**src/rtl/spi_frame_ctrl_if.sv**
```systemverilog
// spi_frame_ctrl_if: byte-level handshake between the SPI byte shifter,
// the frame controller and the register / sample-buffer read ports.
// The slave modport is the controller's view. The master modport is the
// view of the surrounding shifter, register file and buffer.
interface spi_frame_ctrl_if #(
    parameter int ADDR_W = 8,
    parameter int BUF_AW = 12
);
    logic              cs_n;
    logic              rx_valid;
    logic [7:0]        rx_byte;
    logic              tx_load;
    logic [7:0]        tx_byte;
    logic              reg_we;
    logic              reg_re;
    logic [ADDR_W-1:0] reg_addr;
    logic [7:0]        reg_wdata;
    logic [7:0]        reg_rdata;
    logic              buf_re;
    logic [BUF_AW-1:0] buf_addr;
    logic [7:0]        buf_rdata;
    logic              clr_err;
    logic              busy;
    logic              err;

    modport slave (
        input  cs_n, rx_valid, rx_byte, tx_load, reg_rdata, buf_rdata, clr_err,
        output tx_byte, reg_we, reg_re, reg_addr, reg_wdata, buf_re, buf_addr,
               busy, err
    );

    modport master (
        output cs_n, rx_valid, rx_byte, tx_load, reg_rdata, buf_rdata, clr_err,
        input  tx_byte, reg_we, reg_re, reg_addr, reg_wdata, buf_re, buf_addr,
               busy, err
    );
endinterface

```
**src/rtl/spi_frame_ctrl.sv**
```systemverilog
// spi_frame_ctrl: parses each chip-select frame from the SPI byte shifter
// as command / address / data. It drives register writes and reads or
// sample-buffer reads, and prefetches read data into the transmit slot.
// Optional feature macro: SPI_FRAME_AUTOINC_EN. When it is defined, the
// address advances after every data byte or tx load (burst access). When it
// is undefined, the address stays fixed for the frame (FIFO-port access).
module spi_frame_ctrl #(
    parameter int ADDR_W = 8,
    parameter int BUF_AW = 12
) (
    input  logic            clk_i,
    input  logic            rst_i,
    spi_frame_ctrl_if.slave bus
);

`ifdef SPI_FRAME_AUTOINC_EN
    localparam bit AUTOINC = 1'b1;
`else
    localparam bit AUTOINC = 1'b0;
`endif

    typedef enum logic [3:0] {
        IDLE,
        CMD,
        ADDR_H,
        ADDR_L,
        WR_DATA,
        RD_FETCH,
        RD_WAIT,
        RD_DATA,
        DROP
    } state_t;

    state_t            state_q;
    state_t            state_d;

    logic              cs_prev_q;
    logic              cs_fall;
    logic              cmd_bad;

    logic              latch_cmd;
    logic              latch_hi;
    logic              latch_lo;
    logic              do_write;
    logic              do_capture;
    logic              rd_advance;
    logic              set_err;

    logic              is_read_q;
    logic              is_buf_q;
    logic [7:0]        addr_hi_q;
    logic [ADDR_W-1:0] reg_addr_q;
    logic [BUF_AW-1:0] buf_addr_q;
    logic [7:0]        wdata_q;
    logic [7:0]        tx_q;
    logic              we_q;
    logic              err_q;

    logic              reg_we;
    logic              reg_re;
    logic              buf_re;

    // cs_prev_q resets low, so a chip select that is already low when reset
    // is released never looks like a falling edge. The frame restarts only
    // after cs_n has been seen high.
    assign cs_fall = cs_prev_q & ~bus.cs_n;

    // Reserved bits must be zero. The buffer space is read-only.
    assign cmd_bad = (bus.rx_byte[5:0] != 6'd0) || (bus.rx_byte[6] && !bus.rx_byte[7]);

    // Strobes are suppressed in any cycle where cs_n is high.
    assign reg_we = we_q & ~bus.cs_n;
    assign reg_re = (state_q == RD_FETCH) & ~is_buf_q & ~bus.cs_n;
    assign buf_re = (state_q == RD_FETCH) &  is_buf_q & ~bus.cs_n;

    assign bus.reg_we    = reg_we;
    assign bus.reg_re    = reg_re;
    assign bus.buf_re    = buf_re;
    assign bus.reg_addr  = reg_addr_q;
    assign bus.buf_addr  = buf_addr_q;
    assign bus.reg_wdata = wdata_q;
    assign bus.tx_byte   = tx_q;
    assign bus.busy      = (state_q != IDLE);
    assign bus.err       = err_q;

    // Frame state register
    always_ff @(posedge clk_i) begin
        if (rst_i) begin
            state_q <= IDLE;
        end else begin
            state_q <= state_d;
        end
    end

    // Chip-select history, used to detect the start of a frame
    always_ff @(posedge clk_i) begin
        if (rst_i) begin
            cs_prev_q <= 1'b0;
        end else begin
            cs_prev_q <= bus.cs_n;
        end
    end

    // Next-state decode and per-cycle datapath controls; cs_n high overrides everything
    always_comb begin
        state_d    = state_q;
        latch_cmd  = 1'b0;
        latch_hi   = 1'b0;
        latch_lo   = 1'b0;
        do_write   = 1'b0;
        do_capture = 1'b0;
        rd_advance = 1'b0;
        set_err    = 1'b0;
        if (bus.cs_n) begin
            state_d = IDLE;
        end else begin
            case (state_q)
                IDLE: begin
                    if (cs_fall) begin
                        state_d = CMD;
                    end
                end
                CMD: begin
                    if (bus.rx_valid) begin
                        if (cmd_bad) begin
                            set_err = 1'b1;
                            state_d = DROP;
                        end else begin
                            latch_cmd = 1'b1;
                            state_d   = bus.rx_byte[6] ? ADDR_H : ADDR_L;
                        end
                    end
                end
                ADDR_H: begin
                    if (bus.rx_valid) begin
                        latch_hi = 1'b1;
                        state_d  = ADDR_L;
                    end
                end
                ADDR_L: begin
                    if (bus.rx_valid) begin
                        latch_lo = 1'b1;
                        state_d  = is_read_q ? RD_FETCH : WR_DATA;
                    end
                end
                WR_DATA: begin
                    if (bus.rx_valid) begin
                        do_write = 1'b1;
                    end
                end
                RD_FETCH: begin
                    state_d = RD_WAIT;
                end
                RD_WAIT: begin
                    do_capture = 1'b1;
                    state_d    = RD_DATA;
                end
                RD_DATA: begin
                    if (bus.tx_load) begin
                        rd_advance = 1'b1;
                        state_d    = RD_FETCH;
                    end
                end
                DROP: begin
                    state_d = DROP;
                end
                default: begin
                    state_d = IDLE;
                end
            endcase
        end
    end

    // Command/address latches, write data, address advance, tx slot and sticky error
    always_ff @(posedge clk_i) begin
        if (rst_i) begin
            is_read_q  <= 1'b0;
            is_buf_q   <= 1'b0;
            addr_hi_q  <= 8'd0;
            reg_addr_q <= '0;
            buf_addr_q <= '0;
            wdata_q    <= 8'd0;
            tx_q       <= 8'd0;
            we_q       <= 1'b0;
            err_q      <= 1'b0;
        end else begin
            we_q <= do_write;
            if (do_write) begin
                wdata_q <= bus.rx_byte;
            end
            if (latch_cmd) begin
                is_read_q <= bus.rx_byte[7];
                is_buf_q  <= bus.rx_byte[6];
            end
            if (latch_hi) begin
                addr_hi_q <= bus.rx_byte;
            end
            if (latch_lo) begin
                if (is_buf_q) begin
                    buf_addr_q <= BUF_AW'({addr_hi_q, bus.rx_byte});
                end else begin
                    reg_addr_q <= ADDR_W'(bus.rx_byte);
                end
            end
            if (AUTOINC && reg_we) begin
                reg_addr_q <= reg_addr_q + ADDR_W'(1);
            end
            if (AUTOINC && rd_advance) begin
                if (is_buf_q) begin
                    buf_addr_q <= buf_addr_q + BUF_AW'(1);
                end else begin
                    reg_addr_q <= reg_addr_q + ADDR_W'(1);
                end
            end
            if (bus.cs_n) begin
                tx_q <= 8'd0;
            end else if (do_capture) begin
                tx_q <= is_buf_q ? bus.buf_rdata : bus.reg_rdata;
            end
            if (set_err) begin
                err_q <= 1'b1;
            end else if (bus.clr_err) begin
                err_q <= 1'b0;
            end
        end
    end

endmodule

```
**src/flat_wrapper.sv**
```systemverilog
// flat-port wrapper written by rule: the top's interface ports become plain ports
module spi_frame_ctrl_flat 
#(
    parameter int ADDR_W = 8,
    parameter int BUF_AW = 12
)
  (clk_i, rst_i, bus_cs_n, bus_rx_valid, bus_rx_byte, bus_tx_load, bus_reg_rdata, bus_buf_rdata, bus_clr_err, bus_tx_byte, bus_reg_we, bus_reg_re, bus_reg_addr, bus_reg_wdata, bus_buf_re, bus_buf_addr, bus_busy, bus_err);
  spi_frame_ctrl_if #(.ADDR_W(ADDR_W), .BUF_AW(BUF_AW)) bus_i ();
  input  logic clk_i;
  input  logic rst_i;
  input wire logic [$bits(bus_i.cs_n)-1:0] bus_cs_n;
  input wire logic [$bits(bus_i.rx_valid)-1:0] bus_rx_valid;
  input wire logic [$bits(bus_i.rx_byte)-1:0] bus_rx_byte;
  input wire logic [$bits(bus_i.tx_load)-1:0] bus_tx_load;
  input wire logic [$bits(bus_i.reg_rdata)-1:0] bus_reg_rdata;
  input wire logic [$bits(bus_i.buf_rdata)-1:0] bus_buf_rdata;
  input wire logic [$bits(bus_i.clr_err)-1:0] bus_clr_err;
  output wire logic [$bits(bus_i.tx_byte)-1:0] bus_tx_byte;
  output wire logic [$bits(bus_i.reg_we)-1:0] bus_reg_we;
  output wire logic [$bits(bus_i.reg_re)-1:0] bus_reg_re;
  output wire logic [$bits(bus_i.reg_addr)-1:0] bus_reg_addr;
  output wire logic [$bits(bus_i.reg_wdata)-1:0] bus_reg_wdata;
  output wire logic [$bits(bus_i.buf_re)-1:0] bus_buf_re;
  output wire logic [$bits(bus_i.buf_addr)-1:0] bus_buf_addr;
  output wire logic [$bits(bus_i.busy)-1:0] bus_busy;
  output wire logic [$bits(bus_i.err)-1:0] bus_err;
  assign bus_i.cs_n = bus_cs_n;
  assign bus_i.rx_valid = bus_rx_valid;
  assign bus_i.rx_byte = bus_rx_byte;
  assign bus_i.tx_load = bus_tx_load;
  assign bus_i.reg_rdata = bus_reg_rdata;
  assign bus_i.buf_rdata = bus_buf_rdata;
  assign bus_i.clr_err = bus_clr_err;
  assign bus_tx_byte = bus_i.tx_byte;
  assign bus_reg_we = bus_i.reg_we;
  assign bus_reg_re = bus_i.reg_re;
  assign bus_reg_addr = bus_i.reg_addr;
  assign bus_reg_wdata = bus_i.reg_wdata;
  assign bus_buf_re = bus_i.buf_re;
  assign bus_buf_addr = bus_i.buf_addr;
  assign bus_busy = bus_i.busy;
  assign bus_err = bus_i.err;
  spi_frame_ctrl #(.ADDR_W(ADDR_W), .BUF_AW(BUF_AW)) u_core (.clk_i(clk_i), .rst_i(rst_i), .bus(bus_i));
endmodule
```
**config.mk**
```make
export PLATFORM = sky130hd
export DESIGN_NAME = spi_frame_ctrl_flat
export DESIGN_NICKNAME = d
export VERILOG_FILES = /design/src/rtl/spi_frame_ctrl_if.sv /design/src/rtl/spi_frame_ctrl.sv /design/src/flat_wrapper.sv
export SDC_FILE = /design/constraint.sdc
export NUM_CORES = 1
export LEC_CHECK = 0
export ABC_AREA = 1
export BUFFER_PORTS_ARGS = -buffer_cell sky130_fd_sc_hd__buf_2
export CORE_UTILIZATION = 30
export DETAILED_ROUTE_END_ITERATION = 8
export PLACE_DENSITY = 0.5
export SLEW_MARGIN = 0
export SYNTH_ARGS = -nofsm -noshare
export SYNTH_HDL_FRONTEND = slang
export SYNTH_SLANG_ARGS = --single-unit
```
**constraint.sdc**
```tcl
create_clock -name clk_i -period 1.27 [get_ports clk_i]
set_input_delay 0.127 -clock clk_i [delete_from_list [all_inputs] [get_ports clk_i]]
set_output_delay 0.127 -clock clk_i [all_outputs]
set_load 0.01 [all_outputs]
```
# --- Yosys cells after proc, flatten, opt, wreduce, memory -nomap -nowiden ---
# Cells that the tools add are included.
word_totals:
  register_bits: 49
  elab_cells: 73
  input_bits: 30
  output_inout_bits: 41
classes:
  n_eq_ne: 13
  muxes: 29
  reduce_logical: 11
  bitwise_logic: 9
ops:
  columns: ["operator", "n"]
  rows:
  - ["case mux 4 bit (9 select lines)", 1]
  - ["two-way mux 4 bit", 6]
  - ["two-way mux 1 bit", 21]
  - ["== test 4 x 3 -> 1 bit, second input constant", 4]
  - ["== test 4 x 2 -> 1 bit, second input constant", 2]
  - ["two-way mux 8 bit", 1]
  - ["!= test 2 bit, second input constant", 4]
  - ["AND 1 bit", 6]
  - ["AND reduction 6 bit", 1]
  - ["nonzero test 6 bit", 1]
  - ["== test 4 x 1 -> 1 bit, second input constant", 1]
  - ["== test 4 bit, second input constant", 1]
  - ["zero test 4 bit", 1]
  - ["AND reduction 2 bit", 2]
  - ["nonzero test 4 bit", 1]
  - ["inverter 1 bit", 3]
  - ["!= test 2 x 1 -> 1 bit, second input constant", 1]
  - ["nonzero test 2 bit", 1]
  - ["OR reduction 2 bit", 1]
  - ["logical AND 1 bit", 1]
  - ["zero test 1 bit", 1]
  - ["logical OR 1 bit", 1]

# --- Depth between registers and ports, before layout ---
logic_depth:
  depth_word: 8
  mapped_depth: 9
  mapped_depth_nobuf: 9

# --- Worst setup path after synthesis ---
# No wires, ideal clock.
synth_timing:
  path_kind: "flip-flop to flip-flop"
  from: "register u_core.state_q[2]"
  to: "register u_core.wdata_q[7] (netlist: u_core.bus.reg_wdata[7])"
  synth_period_minus_slack_ps: 1214
  required_time_ps: 1151
  setup_slack_ps: 56
  setup_ps: 119
  path_buffers: 1
  path_stages_with_launch: 7
  arrival_ps: 1095
  cell_sequence: "dfxtp_1 -> inv_2 -> nor2_4 -> nand3_2 -> buf_2 -> o21ai_0 -> a21oi_1"
synth_via:
  elab_chain_len: 3
synth_rtl:
  columns: ["element", "line_no", "source"]
  rows:
  - ["from (decl)", "spi_frame_ctrl.sv:34", "state_t state_q;"]
  - ["from (signal assigned)", "spi_frame_ctrl.sv:91", "state_q <= state_d;"]
  - ["== test 4 x 3 -> 1 bit", "spi_frame_ctrl.sv:117", "case (state_q)"]
  - ["two-way mux 1 bit", "spi_frame_ctrl.sv:117", null]
  - ["two-way mux 1 bit", "spi_frame_ctrl.sv:114", "if (bus.cs_n) begin"]
  - ["to (signal assigned)", "spi_frame_ctrl.sv:189", "wdata_q <= bus.rx_byte;"]
  - ["to (decl)", "spi_frame_ctrl.sv:54", "logic [7:0] wdata_q;"]
# Every way passes these cells.
# A chain may end at the register's enable or synchronous reset.

# --- Final worst setup path ---
layout_timing:
  from: "register u_core.state_q[0]"
  to: "output port bus_busy"
layout_via:
  elab_chain_len: 1
layout_rtl:
  columns: ["element", "line_no", "source"]
  rows:
  - ["nonzero test 4 bit", "spi_frame_ctrl.sv:83", "assign bus.busy = (state_q != IDLE);"]
  - ["to (decl)", "flat_wrapper.sv:25", "output wire logic [$bits(bus_i.busy)-1:0] bus_busy;"]
# Every way passes these cells.

==> impl_results.md <==
* Status: finished with violations
* Violated checks: setup timing
* Total power draw at approximately 2.7 mW
* Drc violations at 0
* Slew @ Worst Pin at between 0.2 and 0.3 ns
* Final Slew Violations at 0
* Reg2reg path depth at 7
* PwrDens at 819 nW/µm²
* Post-synthesis average cell area at 7.35 µm²
* Levels on crit path at 5
* Wirelength per Cell at between 10 and 15 µm
* Critical path class: reg -> out
* Setup violators final at 42
* Period minus WS final at 1.40 ns
* CP Max Fanout at 4
* Drt first-iter violations at 71
* Area share of the largest cell type after synthesis at 47.2%
* # IOs at 71
* CP cell instances: buf_6, buf_4, nor2_4, nand2_1, buf_2
* Crit path buf inv count at 3
* Fmax at 713 MHz
* Core ar. at between 6000 and 7000 µm²
* Crit path required time at 1.14 ns
* # rows at 29
* Die area at between 7000 and 8000 µm²
* Leak pwr at 1.54 nW
* Largest area contributor in the netlist: dfxtp_1
* Clock latency at the later pin of the worst-skew pair at 0.31 ns
* DR top layer: met4
* Max-cap violations at 0
* DRT Pass-1 Iters at 4
* Fin. Hold Viols at 0
* Vias per inst at 4.67
* Vias post-DR at 2193
* FF+latch count, synth at 49
* Chip height at between 80 and 90 µm
* Family with the most delay on the worst path: buffers and inverters
* Sequential share of the synthesized area at 47.2%
* Most frequent cells in the layout: 70 x buf_2, 48 x nor2_1, 44 x dfxtp_1, 43 x nand2_1, 31 x o21ai_2
* Fraction of layout cells with a size suffix above 1 at 53.4%
* M1 wire length at 2860 µm
* Via count of the first global-routing pass at 1948
* Initial Utilization at 31.8%
* Rel. slew slack at 82.7%
* Critical path's largest stage delay at 0.37 ns
* First-pass GRT wire length at 9190 µm
* RD Place Congestion at 0.822
* Syn nets at 313
* CTS max path bufs at 2
* Ant diodes at 0
* Critical Path Start Type: flip-flop
* Hold Path Class: in -> reg
* Initial antenna violation count at 0
* Clk pin slew, worst setup/hold paths at 0.09 ns
* Tcrit/Tclk final at 110%
* Synth-to-layout area growth at 59.4%
* Dpl ws at -0.0472 ns
* Fin nets at 422
* Grt total ovfl at 0
* Peak VDD IR at 0.443 mV
* Most common cell after layout, fill and taps aside: buf_2
* Die Width at 85.3 µm
* Final WS setup at -0.132 ns
* # port buffers at 70
* Unrepaired setup endpoints after global routing: yes
* Arrival time of the worst setup path at about 1.3 ns
* Synth top area cells: dfxtp_1 47%, nor2_1 9.7%, nand2_1 9.4%, o21ai_0 8.7%, a21oi_1 4.8%
* Mapped cell area at 2080 µm²
* Hpwl dp at 4030 µm
* Antenna-violating nets left at 0
* Clock Sinks at 49
* Worst-path cell with the longest stage delay: dfxtp_4
* CTS buffer count at 5
* Largest net degree at the start of global routing at 26
* Synth Instances at ~280
* Final core occ at 50.8%
* GRT Total Usage at approximately 16%
* CTS Root Cell: clkbuf_8
* H-tree levels at 2
* Hold path cells at 3
* Hold Buf Count CTS at 0
* Final WL at between 6000 and 7000 µm
* Met2 WL at slightly above 3000 µm
* CTS tree: built
* Layout Skew at 0.00714 ns
* Yosys Warn Count at 0
* Unique masters post-synth at 25
* Wire length on met3 at 237 µm
* Worst setup EP type: primary output
## power breakdown
| part | internal, mW | switching (mW) |
|---|---|---|
| clock network | 0.381 | 0.552 |
| logic | 0.101 | 0.146 |
| registers | 1.53 | 0.00239 |
| total | 2.02 | 0.700 |
## metrics by stage
step | hold slack, ns | std cells | cell area [µm²] | setup TNS [ns]
final | 0.0614 | 470 | 3320 | -2.46
after global routing | 0.0618 | 470 | 3320 | -5.78
after CTS | 0.0639 | 459 | 2920 | -2.46
after detailed placement | 0.389 | 444 | 2670 | -0.514
after global placement | 0.383 | 444 | 2670 | -0.0121
after floorplan | 0.262 | 283 | 2080 | 0
## layer usage
layer	global-route usage, %	up-vias
li1	-	1133
met1	22.0	1010
met2	25.1	44
met3	4.09	6
met4	4.70	0
met5	0	-
## path summary, 6_finish.rpt
kind,start,to,slack [ns]
setup reg to reg,u_core.state_q[0],u_core.bus.reg_wdata[1],-0.11
setup / recovery,u_core.state_q[0],bus_busy,-0.13
hold / removal,bus_reg_rdata[1],u_core.bus.tx_byte[1],0.06
hold reg to reg,u_core.bus.reg_wdata[7],u_core.bus.reg_wdata[7],0.46
## cell usage after synthesis (all sizes together)
library cell	count
nor2	60
nand2	54
dfxtp	49
o21ai	39
inv	28
a21oi	20
nand3	10
a31oi	7
buf	7
clkbuf	4
nor3	2
nand3b	1
nor3b	1
o211a	1
## state kept, by name, indices dropped and copies added (netlist names), 4 cells and up
| signal | cells |
|---|---|
| u_core.bus.buf_addr | 12 |
| u_core.bus.reg_addr | 8 |
| u_core.bus.reg_wdata | 8 |
| u_core.bus.tx_byte | 8 |
| u_core.addr_hi_q | 4 |
| u_core.state_q | 4 |
## layout make-up
class / count / area (µm²)
fill: 668 / 3220
multi-input combinational: 197 / 1280
inverter: 28 / 118
clock inverter: 3 / 17.5
timing repair buffer: 111 / 736
tap: 77 / 96.3
sequential: 49 / 995
clock buffer: 5 / 68.8
## timing repair
| item | in CTS | in global routing |
|---|---|---|
| pin swaps | 9 | 37 |
| setup buffers | 5 | 10 |
| gates resized for setup | 36 | 114 |
| gates cloned | 2 | 1 |
| setup endpoints to repair | 42 | 49 |
## kinds of logic after synthesis
group / after synthesis / share of synthesized area (%)
compound gates: 67 / 17.0
flops: 49 / 47.2
simple gates: 128 / 27.7
buf+inv: 39 / 8.18
## worst register-to-register path: stages (launching register included)
cell	delay, ns
dfxtp_4	0.37
buf_6	0.12
buf_4	0.13
nor2_4	0.13
buf_6	0.13
nand3_4	0.12
buf_6	0.16
a21oi_1	0.15
Power figures use the tool's default switching activity.
